**src/rtl/uart_clk_pkg.sv**
```systemverilog
// rtl/uart_clk_pkg.sv - shared types and constants for the fabric baud tick generator
package uart_clk_pkg;

    typedef enum logic [1:0] {
        ST_WAIT = 2'd0,
        ST_IDLE = 2'd1,
        ST_RUN  = 2'd2
    } state_t;

    localparam int PHASE_W                = 4;
    localparam int DEFAULT_STARTUP_CYCLES = 1024;

endpackage

```
**src/rtl/baud_frac_div.sv**
```systemverilog
// rtl/baud_frac_div.sv - fractional down-counter: count, fraction accumulator and carry reload
module baud_frac_div #(
    parameter int DIV_W  = 16,
    parameter int FRAC_W = 3
) (
    input  logic              clk,
    input  logic              rst_n,
    input  logic              load,
    input  logic              en,
    input  logic [DIV_W-1:0]  load_val,
    input  logic [FRAC_W-1:0] load_frac,
    input  logic [DIV_W-1:0]  reload_val,
    input  logic [FRAC_W-1:0] reload_frac,
    output logic              wrap
);

    logic [DIV_W:0]  count_q;
    logic [FRAC_W-1:0] acc_q;
    logic [FRAC_W:0] acc_sum;
    logic [DIV_W:0]  reload_cnt;

    assign wrap    = en && (count_q == '0);
    assign acc_sum = {1'b0, acc_q} + {1'b0, reload_frac};
    // One extra bit so an all-ones divisor plus carry stretches the period instead of wrapping.
    assign reload_cnt = {1'b0, reload_val} + {{DIV_W{1'b0}}, acc_sum[FRAC_W]};

    always_ff @(posedge clk or negedge rst_n) begin
        if (!rst_n) begin
            count_q <= '0;
            acc_q   <= '0;
        end else if (load) begin
            count_q <= {1'b0, load_val};
            acc_q   <= load_frac;
        end else if (wrap) begin
            count_q <= reload_cnt;
            acc_q   <= acc_sum[FRAC_W-1:0];
        end else if (en) begin
            count_q <= count_q - (DIV_W+1)'(1);
        end
    end

endmodule

```
**src/rtl/fabric_baud_tick_gen.sv**
```systemverilog
// rtl/fabric_baud_tick_gen.sv - startup wait, config handshake with shadow, and x16/x1 baud strobes
module fabric_baud_tick_gen
    import uart_clk_pkg::*;
#(
    parameter int DIV_W          = 16,
    parameter int FRAC_W         = 3,
    parameter int STARTUP_CYCLES = DEFAULT_STARTUP_CYCLES
) (
    input  logic              CLK,
    input  logic              RESET_N,
    input  logic              EN,
    input  logic              CFG_VALID,
    output logic              CFG_READY,
    input  logic [DIV_W-1:0]  BAUD_VAL,
    input  logic [FRAC_W-1:0] BAUD_FRAC,
    output logic              LOCKED,
    output logic              TICK_X16,
    output logic              TICK_X1
);

    localparam int SC_W = $clog2(STARTUP_CYCLES + 1);
    localparam logic [SC_W-1:0] STARTUP_LAST = SC_W'(STARTUP_CYCLES - 1);

    state_t              state_q, state_d;
    logic [SC_W-1:0]     startup_q;
    logic                locked_q;
    logic [DIV_W-1:0]    active_val_q, shadow_val_q, sel_val;
    logic [FRAC_W-1:0]   active_frac_q, shadow_frac_q, sel_frac;
    logic                pending_q;
    logic [PHASE_W-1:0]  phase_q;
    logic                tick_x16_q, tick_x1_q;
    logic                div_load, div_en, wrap, shadow_fire;

    always_comb begin
        state_d  = state_q;
        div_load = 1'b0;
        case (state_q)
            ST_WAIT: if (startup_q == STARTUP_LAST) state_d = ST_IDLE;
            ST_IDLE: begin
                if (CFG_VALID) begin
                    state_d  = ST_RUN;
                    div_load = 1'b1;
                end
            end
            ST_RUN:  state_d = ST_RUN;
            default: state_d = ST_WAIT;
        endcase
    end

    always_ff @(posedge CLK or negedge RESET_N) begin
        if (!RESET_N) state_q <= ST_WAIT;
        else          state_q <= state_d;
    end

    assign CFG_READY   = (state_q == ST_IDLE) || ((state_q == ST_RUN) && !pending_q);
    assign shadow_fire = CFG_VALID && CFG_READY && (state_q == ST_RUN);
    assign div_en      = (state_q == ST_RUN) && EN;
    // A pending shadow takes effect on the reload itself, not one period later.
    assign sel_val     = pending_q ? shadow_val_q  : active_val_q;
    assign sel_frac    = pending_q ? shadow_frac_q : active_frac_q;

    baud_frac_div #(
        .DIV_W  (DIV_W),
        .FRAC_W (FRAC_W)
    ) u_div (
        .clk         (CLK),
        .rst_n       (RESET_N),
        .load        (div_load),
        .en          (div_en),
        .load_val    (BAUD_VAL),
        .load_frac   (BAUD_FRAC),
        .reload_val  (sel_val),
        .reload_frac (sel_frac),
        .wrap        (wrap)
    );

    always_ff @(posedge CLK or negedge RESET_N) begin
        if (!RESET_N) begin
            startup_q     <= '0;
            locked_q      <= 1'b0;
            active_val_q  <= '0;
            active_frac_q <= '0;
            shadow_val_q  <= '0;
            shadow_frac_q <= '0;
            pending_q     <= 1'b0;
            phase_q       <= '0;
            tick_x16_q    <= 1'b0;
            tick_x1_q     <= 1'b0;
        end else begin
            if (state_q == ST_WAIT) startup_q <= startup_q + SC_W'(1);
            if ((state_q == ST_WAIT) && (state_d == ST_IDLE)) locked_q <= 1'b1;
            if (div_load) begin
                active_val_q  <= BAUD_VAL;
                active_frac_q <= BAUD_FRAC;
                phase_q       <= '0;
            end
            if (wrap) begin
                phase_q <= phase_q + PHASE_W'(1);
                if (pending_q) begin
                    active_val_q  <= shadow_val_q;
                    active_frac_q <= shadow_frac_q;
                    pending_q     <= 1'b0;
                end
            end
            // shadow_fire requires no pending shadow, so it never collides with the clear above.
            if (shadow_fire) begin
                shadow_val_q  <= BAUD_VAL;
                shadow_frac_q <= BAUD_FRAC;
                pending_q     <= 1'b1;
            end
            tick_x16_q <= wrap;
            tick_x1_q  <= wrap && (phase_q == '1);
        end
    end

    assign LOCKED   = locked_q;
    assign TICK_X16 = tick_x16_q;
    assign TICK_X1  = tick_x1_q;

endmodule

```
**config.mk**
```make
export PLATFORM = sky130hd
export DESIGN_NAME = fabric_baud_tick_gen
export DESIGN_NICKNAME = d
export VERILOG_FILES = /design/src/rtl/uart_clk_pkg.sv /design/src/rtl/baud_frac_div.sv /design/src/rtl/fabric_baud_tick_gen.sv
export SDC_FILE = /design/constraint.sdc
export NUM_CORES = 1
export LEC_CHECK = 0
export ABC_CLOCK_PERIOD_IN_PS = 10120
export CORE_AREA = 3 3 89 91
export CTS_CLUSTER_DIAMETER = 200
export DETAILED_ROUTE_END_ITERATION = 10
export DIE_AREA = 0 0 92 94
export PLACE_DENSITY_LB_ADDON = 0.25
export SLEW_MARGIN = 20
export SYNTH_ARGS = -nofsm -noshare
export SYNTH_HDL_FRONTEND = slang
export SYNTH_SLANG_ARGS = --single-unit
```
**constraint.sdc**
```tcl
create_clock -name CLK -period 10.12 [get_ports CLK]
set_input_delay 2.024 -clock CLK [delete_from_list [all_inputs] [get_ports CLK]]
set_output_delay 2.024 -clock CLK [all_outputs]
set_load 0.03 [all_outputs]
```
==> results.sh, run 1 <==
export IMPL_design_area_sq_mm=0.005147
export IMPL_drive_above_1_share_pct=16.03
export IMPL_r2r_slack_ns=6.77
export IMPL_start_kind="primary input"
export IMPL_cp_max_fo=39
export IMPL_drtIter0Drc=273
export IMPL_worstPathRequired_ns=10.35
export IMPL_multi_input_area_sq_mm=0.002517
export IMPL_vias_per_cell=6.222
export IMPL_syn_nets=486
export IMPL_cpMaxStageDelayCell="and3b_2"
export IMPL_row_count=31
export IMPL_cp_slowest_stage_delay_ns=0.83
export IMPL_synth_area_sq_mm=0.004641
export IMPL_worstSetupEndpointType="register"
export IMPL_yosysTopAreaCell="dfrtp_1"
export IMPL_antenna_found_initial=0
export IMPL_path_clk_slew_ns=0.08
export IMPL_synth_xor_area_share_pct=6.417
export IMPL_cp_top_family="simple AND/OR/NAND/NOR gates"
export IMPL_hold_class="reg -> reg"
export IMPL_grt_use_met3_pct=5.609
export IMPL_path_buf_inv=1
export IMPL_clkSinkCount=79
export IMPL_die_y_microns=94
export IMPL_drv_cap=0
export IMPL_synth_fa_ha_area_share_pct=3.128
export IMPL_p_leak_nw=2.197
export IMPL_synth_top_family_by_area="simple AND/OR/NAND/NOR gates"
export IMPL_wirelength_mm=10.12
export IMPL_endpoint="u_div.count_q[10]"
export IMPL_synth_top_area_share_pct=42.60
export IMPL_worst_slew_pin_slew_ns=1.087
export IMPL_finalWeightedCongestion=0.8548
export IMPL_layout_common_cells="dfrtp_1 (79), nand2_1 (30), mux2i_1 (29)"
export IMPL_synthTopCellsByArea="dfrtp_1 (43%), mux2_2 (6.3%), mux2i_1 (6.3%)"
export IMPL_grt_pass1_vias=3507
export IMPL_htreeDepth=3
export IMPL_ys_warn_count=0
export IMPL_drtAntennaViolNets=0
export IMPL_fillCellCount=565
export IMPL_finish_utilization_pct=71.35
export IMPL_synth_simple_area_share_pct=18.25
export IMPL_critPathLaunch="CFG_VALID"
export IMPL_port_buffers=26
export IMPL_met1_usage_pct=33.63
export IMPL_drc=0
export IMPL_clk_latency_ns=0.36
export IMPL_timing_final_ws_setup_ns=5.962
export IMPL_synth_compound_area_share_pct=12.83
export IMPL_tns_ns=0
export IMPL_finalSetupViolCount=0
export IMPL_nNetsFinal=503
export IMPL_ios=27
export IMPL_min_period_over_period_pct=41.09
export IMPL_grt_max_degree=80
export IMPL_final_max_slew_viol_count=0
export IMPL_power_density_mw_per_mm2=257.3
export IMPL_initial_core_util_pct=64.33
export IMPL_vias=3565
export IMPL_wl_per_cell_microns=17.66
export IMPL_syn_area_per_cell_sq_um=10.27
export IMPL_timing_rr_end="u_div.count_q[6]"
export IMPL_cts_hold_buf=0
export IMPL_post_cts_resized=0
export IMPL_grt_use_met2_pct=41.24
export IMPL_seq_area_sq_mm=0.001977
export IMPL_placed_cell_area_sq_mm=0.004921
export IMPL_ys_seq_area_share_pct=42.60
export IMPL_synth_cell_types=55
export IMPL_slew_limit_headroom_pct=27.25
export IMPL_hold_violations=0
export IMPL_fmax_mhz=240.5
export IMPL_crit_arrival_ns=4.39
export IMPL_dp_hpwl_mm=6.870
export IMPL_cp_cell_sequence="clkdlybuf4s50_1 > and3b_2 > nor2_1 > a22o_1 > a21oi_1 > o21ai_0"
export IMPL_dieArea_sq_mm=0.008648
export IMPL_status="complete, no violations"
export IMPL_place_ws_ns=5.609
export IMPL_synthMuxAreaShare_pct=13.37
export IMPL_dr_pass1_iters=5
export IMPL_area_growth_syn_to_layout_pct=10.92
export IMPL_cts_setup_buffers=0
export IMPL_diodes=0
export IMPL_min_period_ns=4.158
export IMPL_clock_path_buffers=2
export IMPL_yosys_register_bits=79
export IMPL_top_usage_layer="met2"
export IMPL_fin_skew_ns=0.01103
export IMPL_cts_tree="built"
export IMPL_cts_root_buf="clkbuf_8"
export IMPL_synthArstFlopShare_pct=100.0
export IMPL_die_w_microns=92
export IMPL_reg2reg_depth=13
export IMPL_reg2reg_from="pending_q"
export IMPL_overflow=0
export IMPL_synth_edf_count=0
export IMPL_cts_buffers_inserted=9
export IMPL_cp_num_cells=6
export IMPL_grt_pass1_wl_mm=17.15
export IMPL_path_class="in -> reg"
export IMPL_core_sq_mm=0.007214
export IMPL_rsz0062_at_grt="false"
export IMPL_final_common_cell="dfrtp_1"
export IMPL_grt_usage_pct=25.06
export IMPL_synthFlopType="dfrtp_1"
export IMPL_max_vdd_ir_drop_v=0.0001433
export IMPL_syn_inst=452
area by class of cell:
cell class	instances	share of cell area (%)
Inverter	8	0.5834
Multi-Input combinational cell	343	48.91
Timing Repair Buffer	28	5.299
Sequential cell	79	38.41
Clock buffer	9	2.406
Clock inverter	7	1.993
Tap cell	99	2.406
kinds of logic (layout without fill, tap and decap cells):
kind of cell               Yosys count  in the layout
AOI/OAI and AO/OA                   89             89
adders and majority gates           11             11
and+or+nand+nor                    152            152
buffers and inverters               30             52
xor gates and xnor gates            34             34
muxes                               57             57
DFF                                 79             79
worst register-to-register path: cells and delay by family (launching register included):
kind / cells / cell delay [ns]
flops: 1 / 0.36
fa+ha+maj: 3 / 0.77
mux: 1 / 0.36
buf+inv: 2 / 0.54
simple gates: 2 / 0.25
compound gates: 5 / 0.95
sequential cells by signal (all words and copies together), names as in the netlist:
register / count
LOCKED: 1
TICK_X1: 1
TICK_X16: 1
active_frac_q: 3
active_val_q: 16
pending_q: 1
phase_q: 4
shadow_frac_q: 3
shadow_val_q: 16
startup_q: 11
state_q: 2
u_div.acc_q: 3
u_div.count_q: 17
report_power, final:
group / internal (W) / leakage, nW / switching [W]
combinational: 0.000256 / 1.07 / 0.000262
sequential: 0.000419 / 1.02 / 0.000124
clock: 0.000142 / 0.111 / 0.000122
total: 0.000816 / 2.20 / 0.000508
synth_stat cells, types with 2 or more instances:
library cell,count
a22oi_1,11
a211oi_1,2
nand3b_1,11
a21o_1,4
o211ai_1,4
or3_1,2
and3b_1,2
a221o_1,3
a21oi_1,21
clkbuf_1,5
mux2i_1,29
a222oi_1,6
nand2b_1,4
nor2b_1,4
o21a_1,2
nand3_1,23
nand4b_1,5
inv_1,7
and3_1,4
o21ai_1,5
buf_2,12
ha_1,10
o21ai_0,18
dfrtp_1,79
nor3_1,9
nor2_2,8
or2_2,2
buf_6,4
nor2_1,24
xnor2_1,24
mux2_2,26
nand4_1,11
nand2_1,30
xor2_1,10
a21oi_2,8
nor4_1,2
and2_1,3
through the flow:
stage | hold slack [ns] | instances | power [W]
2_1_floorplan | 0.4337 | 452 | 0.0009189
3_5_place_dp | 0.4492 | 557 | 0.001055
6_report | 0.4618 | 573 | 0.001325
3_3_place_gp | 0.4476 | 557 | 0.001032
4_1_cts | 0.4654 | 573 | 0.001326
5_1_grt | 0.4794 | 573 | 0.001419
worst min-delay path by stage:
stage | startpoint | end | slack (ns) | depth (start not counted)
after floorplan | startup_q[7] | startup_q[7] | 0.43 | 1
after global placement | startup_q[7] | startup_q[7] | 0.45 | 1
after detailed placement | startup_q[5] | startup_q[5] | 0.45 | 1
after CTS | startup_q[5] | startup_q[5] | 0.47 | 1
after global routing | startup_q[5] | startup_q[5] | 0.48 | 1
final | startup_q[7] | startup_q[7] | 0.46 | 1
layer usage:
metal  up-vias  share of wire (%)
met5         -                  0
met3        18                5.2
li1       1683                  -
met1      1753                 44
met4         0                1.5
met2       111                 49
No activity file was read; power rests on OpenSTA's default activity.
==> run 2, diff against run 1 <==
- ABC_CLOCK_PERIOD_IN_PS: 10120 -> 3900
- CORE_AREA: 3 3 89 91 -> 3 3 92 94
- DIE_AREA: 0 0 92 94 -> 0 0 95 97
- clock period: 10.12 -> 3.9 ns (I/O delays scaled with it)
==> run 2 against run 1 <==
Net effect:
- count of clock-buffer cells in the layout rose by 1
- register-to-register slack got worse by 5.8 ns
- core utilization fell by 4.1 points
- worst hold slack improved by 0.0059 ns
- non-clock buffer count rose by 7
- first-iteration DRC count rose by 9.5%
- wire length rose by 2.4%
- sequential power rose to 2.6 times the previous value
- via count fell by 1.2%
- sequential cell count did not move
- critical path depth rose by 6
- critical path type is now reg -> reg
- critical endpoint is now u_div.count_q[6]
==> results.sh, run 2 (synthesized netlist as in run 1, its figures left out) <==
export IMPL_reg_top3="u_div.count_q x17, active_val_q x16, shadow_val_q x16"
export IMPL_finish_utilization_pct=67.26
export IMPL_fillCellCount=625
export IMPL_reg2reg_depth=12
export IMPL_min_period_ns=2.916
export IMPL_drtAntennaViolNets=0
export IMPL_finalWeightedCongestion=0.8564
export IMPL_clock_path_buffers=2
export IMPL_nNetsFinal=510
export IMPL_drtIter0Drc=299
export IMPL_ios=27
export IMPL_top_layer="met4"
export IMPL_wl_per_cell_microns=17.77
export IMPL_cts_buffers_inserted=9
export IMPL_max_vdd_ir_drop_v=0.0004258
export IMPL_dp_hpwl_mm=7.312
export IMPL_largest_reg_flops=17
export IMPL_clk_latency_ns=0.36
export IMPL_vias_per_cell=6.045
export IMPL_grt_pass1_wl_mm=17.84
export IMPL_dr_wl_met2_mm=5.165
export IMPL_cts_root_buf="clkbuf_8"
export IMPL_diodes=0
export IMPL_reg2reg_from="pending_q"
export IMPL_path_clk_slew_ns=0.09
export IMPL_htreeDepth=3
export IMPL_place_ws_ns=1.023
export IMPL_min_delay_start="startup_q[7]"
export IMPL_drc=0
export IMPL_seq_area_sq_mm=0.001977
export IMPL_rsz0062_at_grt="false"
export IMPL_die_w_microns=95
export IMPL_min_period_over_period_pct=74.76
export IMPL_dr_pass1_iters=6
export IMPL_crit_arrival_ns=3.15
export IMPL_post_cts_resized=0
export IMPL_final_common_cell="dfrtp_1"
export IMPL_grt_pass1_vias=3573
export IMPL_timing_final_ws_setup_ns=0.9843
export IMPL_cts_hold_buf=0
export IMPL_finalSetupViolCount=0
export IMPL_path_buf_inv=1
export IMPL_design_area_sq_mm=0.005197
export IMPL_initial_core_util_pct=60.06
export IMPL_hold_violations=0
export IMPL_cp_num_cells=12
export IMPL_cts_tree="built"
export IMPL_drive_above_1_share_pct=17.05
export IMPL_port_buffers=26
export IMPL_core_sq_mm=0.007727
export IMPL_p_leak_nw=2.224
export IMPL_clkSinkCount=79
export IMPL_tns_ns=0
export IMPL_dieArea_sq_mm=0.009215
export IMPL_fmax_mhz=343.0
export IMPL_top_register="u_div.count_q"
export IMPL_path_class="reg -> reg"
export IMPL_cpMaxStageDelayCell="dfrtp_1"
export IMPL_worst_slew_pin_slew_ns=0.9892
export IMPL_grt_max_degree=80
export IMPL_row_count=32
export IMPL_slew_limit_headroom_pct=34.05
export IMPL_grt_usage_pct=24.60
export IMPL_layout_common_cells="dfrtp_1 (79), nand2_1 (30), mux2i_1 (29)"
export IMPL_crit_top_cell="ha_1"
export IMPL_fin_skew_ns=0.01353
export IMPL_die_y_microns=97
export IMPL_overflow=0
export IMPL_vias=3524
export IMPL_status="complete, no violations"
export IMPL_cp_slowest_stage_delay_ns=0.44
export IMPL_holdWs_ns=0.4677
export IMPL_worstPathRequired_ns=4.14
export IMPL_multi_input_area_sq_mm=0.002517
export IMPL_power_density_mw_per_mm2=660.6
export IMPL_hold_class="reg -> reg"
export IMPL_placed_cell_area_sq_mm=0.004977
export IMPL_min_path_cells=1
export IMPL_start_kind="register"
export IMPL_cp_max_fo=4
export IMPL_critPathLaunch="pending_q"
export IMPL_area_growth_syn_to_layout_pct=12.00
export IMPL_antenna_found_initial=0
export IMPL_worstSetupEndpointType="register"
export IMPL_drv_cap=0
export IMPL_final_max_slew_viol_count=0
export IMPL_cp_top_family="compound AO/OA/AOI/OAI gates"
export IMPL_cp_cell_sequence="mux2i_1 > inv_1 > ha_1 > a21o_1 > a21o_1 > ha_1 > ha_1 > nand4_1 > nand2_1 > a221o_1 > a21oi_1 > o21ai_0"
export IMPL_route_met3_wl_microns=408
export IMPL_wirelength_mm=10.36
export IMPL_m1WireLength_mm=4.604
export IMPL_cts_setup_buffers=0
## run 2: cell count changes in the layout (fill, tap and decap cells not counted)
cell	previous run	this run
clkinv_4	1	0
clkinvlp_4	1	2
buf_4	3	10
clkbuf_1	0	1
inv_6	3	2
## run 2: cell type report
type / count / area share (%)
sequential: 79 / 38.04
clock buffer: 10 / 2.455
inverter: 8 / 0.5778
multi-input combinational: 343 / 48.44
clock inverter: 6 / 1.781
timing repair buffer: 35 / 6.259
tap: 102 / 2.455
## run 2: worst paths after layout
check | slack, ns | endpoint
worst max-delay path | 0.98 | u_div.count_q[6]
worst min-delay path | 0.47 | startup_q[7]
worst max register to register | 0.98 | u_div.count_q[6]
worst min register to register | 0.47 | startup_q[7]
max in group asynchronous | 2.68 | active_val_q[13]
min in group asynchronous | 0.57 | shadow_frac_q[0]
## run 2: power breakdown
part           switching, W  internal (W)
registers          0.000323       0.00109
logic              0.000670      0.000669
clock network      0.000321      0.000365
total               0.00131       0.00212
## run 2: stage by stage
step                power, W  instances
global placement    0.002691        567
CTS                 0.003443        583
finish              0.003434        583
floorplan           0.002384        452
detailed placement  0.002746        567
global route        0.003671        583
## run 2: worst register-to-register path, delay by kind of cell, from the launching register on
kind / cells / cell delay (ns)
AO/OA/AOI/OAI: 5 / 0.88
adder cells (fa/ha/maj): 3 / 0.79
flip-flops: 1 / 0.44
multiplexers: 1 / 0.37
AND/OR/NAND/NOR: 2 / 0.23
buffers and inverters: 1 / 0.08
## run 2: layer usage
metal  vias up  track usage, %
li1       1697               -
met1      1733           34.03
met2        80           39.15
met3        14           3.421
met4         0           9.101
met5         -               0
==> run 3, diff against run 2 <==
- ABC_CLOCK_PERIOD_IN_PS: 3900 -> 2550
- CORE_AREA: 3 3 92 94 -> 3 3 97 99
- DIE_AREA: 0 0 95 97 -> 0 0 100 102
- clock period: 3.9 -> 2.55 ns (I/O delays scaled with it)
==> run 3 against run 2 <==
Net effect:
- worst hold slack worse by 0.37 ns
- sequential share of layout area is 0.99 points lower
- count of clock-buffer cells in the layout is 1 lower
- final area is 2.7% higher
- clock power is 53% higher
- critical path depth stayed put
- global-route usage is 1.9 points lower
- first-iteration DRC count is 1.7% higher
- core utilization is 5.4 points lower
- critical path type unchanged
- largest power group unchanged
==> results.sh, run 3 (synthesized netlist as in run 1, its figures left out) <==
export IMPL_path_class="reg -> reg"
export IMPL_ios=27
export IMPL_power_density_mw_per_mm2=997.3
export IMPL_hold_violations=0
export IMPL_cp_max_fo=4
export IMPL_route_met3_wl_microns=442
export IMPL_grt_pass1_vias=3657
export IMPL_wl_per_cell_microns=17.83
export IMPL_layout_common_cells="dfrtp_1 (78), nand2_1 (29), mux2i_1 (28)"
export IMPL_largest_reg_flops=17
export IMPL_dr_wl_met2_mm=5.174
export IMPL_p_comb_share_pct=39.9
export IMPL_clkSinkCount=79
export IMPL_dr_pass1_iters=8
export IMPL_fmax_mhz=402.1
export IMPL_clock_power_share_pct=19.7
export IMPL_sw_frac_of_total_pct=38.46
export IMPL_switchingPower_w=0.002048
export IMPL_rsz0062_at_grt="true"
export IMPL_p_total_w=0.005326
export IMPL_wirelength_mm=10.64
export IMPL_path_clk_slew_ns=0.09
export IMPL_drc=0
export IMPL_grt_usage_pct=22.68
export IMPL_cp_slowest_stage_delay_ns=0.42
export IMPL_grt_pass1_wl_mm=18.31
export IMPL_cts_buffers_inserted=9
export IMPL_drtIter0Drc=304
export IMPL_top_layer="met4"
export IMPL_fillCellCount=682
export IMPL_cts_tree="built"
export IMPL_port_buffers=26
export IMPL_finalWeightedCongestion=0.9067
export IMPL_drv_cap=0
export IMPL_m1WireLength_mm=4.846
export IMPL_cpMaxStageDelayCell="dfrtp_2"
export IMPL_worstSetupEndpointType="register"
export IMPL_cp_cell_sequence="mux2i_2 > inv_1 > ha_1 > a21o_1 > a21o_1 > ha_4 > ha_4 > nand4_1 > nand2_2 > a221o_1 > a21oi_2 > o21ai_1"
export IMPL_slew_limit_headroom_pct=52.88
export IMPL_die_w_microns=100
export IMPL_row_count=34
export IMPL_worstPathRequired_ns=2.80
export IMPL_final_max_slew_viol_count=0
export IMPL_p_int_w=0.003278
export IMPL_p_seq_share_pct=40.4
export IMPL_worst_slew_pin_slew_ns=0.7060
export IMPL_vias_per_cell=6.013
export IMPL_drtAntennaViolNets=0
export IMPL_tns_ns=0
export IMPL_reg_top3="u_div.count_q x17, active_val_q x16, shadow_val_q x16"
export IMPL_cp_top_family="compound AO/OA/AOI/OAI gates"
export IMPL_fin_skew_ns=0.01021
export IMPL_die_y_microns=102
export IMPL_drive_above_1_share_pct=20.86
export IMPL_grt_max_degree=44
export IMPL_core_sq_mm=0.008636
export IMPL_hold_class="in -> async"
export IMPL_dieArea_sq_mm=0.01020
export IMPL_path_buf_inv=1
export IMPL_htreeDepth=3
export IMPL_area_growth_syn_to_layout_pct=15.07
export IMPL_final_common_cell="dfrtp_1"
export IMPL_initial_core_util_pct=53.74
export IMPL_overflow=0
export IMPL_dp_hpwl_mm=7.498
export IMPL_cts_root_buf="clkbuf_8"
export IMPL_clock_path_buffers=2
export IMPL_vias=3590
export IMPL_diodes=0
export IMPL_top_register="u_div.count_q"
export IMPL_nNetsFinal=518
export IMPL_min_period_ns=2.487
export IMPL_min_period_over_period_pct=97.52
export IMPL_clk_latency_ns=0.36
export IMPL_max_vdd_ir_drop_v=0.0004438
export IMPL_p_leak_nw=2.265
export IMPL_finalSetupViolCount=0
export IMPL_crit_arrival_ns=2.74
export IMPL_antenna_found_initial=0
export IMPL_start_kind="register"
export IMPL_status="complete, no violations"
[run 3: cell types whose count changed in the layout (fill, tap and decap cells not counted), sizes merged]
cell / previous run / this run
buf: 10 / 18
clkbuf: 10 / 9
clkdlybuf4s50: 25 / 24
clkinv: 0 / 3
dlygate4sd2: 0 / 1
inv: 10 / 8
[run 3: metal layers]
layer	up-vias	GRT usage (%)
met5	-	0
li1	1709	-
met2	91	36.84
met4	0	7.772
met1	1773	31.04
met3	17	3.891
[run 3: worst paths after layout]
check,depth (start not counted),to,from,slack (ns)
worst min-delay path,1,phase_q[3],RESET_N,0.1
max in group asynchronous,2,pending_q,RESET_N,1.86
worst min register to register,1,startup_q[7],startup_q[7],0.46
worst max-delay path,12,u_div.count_q[6],pending_q,0.06
worst max register to register,12,u_div.count_q[6],pending_q,0.06
min in group CLK,1,startup_q[7],startup_q[7],0.46
[run 3: power groups by stage]
stage	Sequential (W)	Clock (W)	Combinational [W]
global route	0.00223	0.00112	0.00235
floorplan	0.00201	0	0.00174
finish	0.00215	0.00105	0.00213
global placement	0.00214	0	0.00203
CTS	0.00214	0.00107	0.00213
detailed placement	0.00215	0	0.00210
[run 3: final cells by class]
cell class,count,area [sq um],share of cell area (%)
inverter,8,30.03,0.5623
tap,108,135.1,2.530
clock inverter,7,97.59,1.828
timing repair buffer,43,409.1,7.662
sequential,79,1978,37.04
clock buffer,9,123.9,2.320
multi-input combinational,343,2566,48.06
[run 3: worst register-to-register path: cells and delay by family, from the launching register on]
kind | cells | cell delay [ns]
compound gates | 5 | 0.85
buf+inv | 1 | 0.07
mux | 1 | 0.24
simple gates | 2 | 0.19
fa+ha+maj | 3 | 0.61
flops | 1 | 0.42
[run 3: repair_timing]
item | 4_1_cts | 5_1_grt
buffers inserted | 1 | 0
setup endpoints to repair | 2 | 1
resized for setup | 2 | 2
hold buffers | 0 | 0
[run 3: per-stage QoR]
step / hold slack, ns / utilization [%] / setup WS, ns / instances / instance area, sq um
after global placement: 0.4478 / 59.11 / 0.05883 / 580 / 5105
after detailed placement: 0.4488 / 59.11 / -0.04388 / 580 / 5105
after CTS: 0.1168 / 61.76 / 0.03246 / 597 / 5334
final: 0.09926 / 61.84 / 0.06319 / 597 / 5340
after global routing: 0.1255 / 61.84 / -0.06142 / 597 / 5340
after floorplan: 0.2144 / - / -0.2971 / 452 / 4712
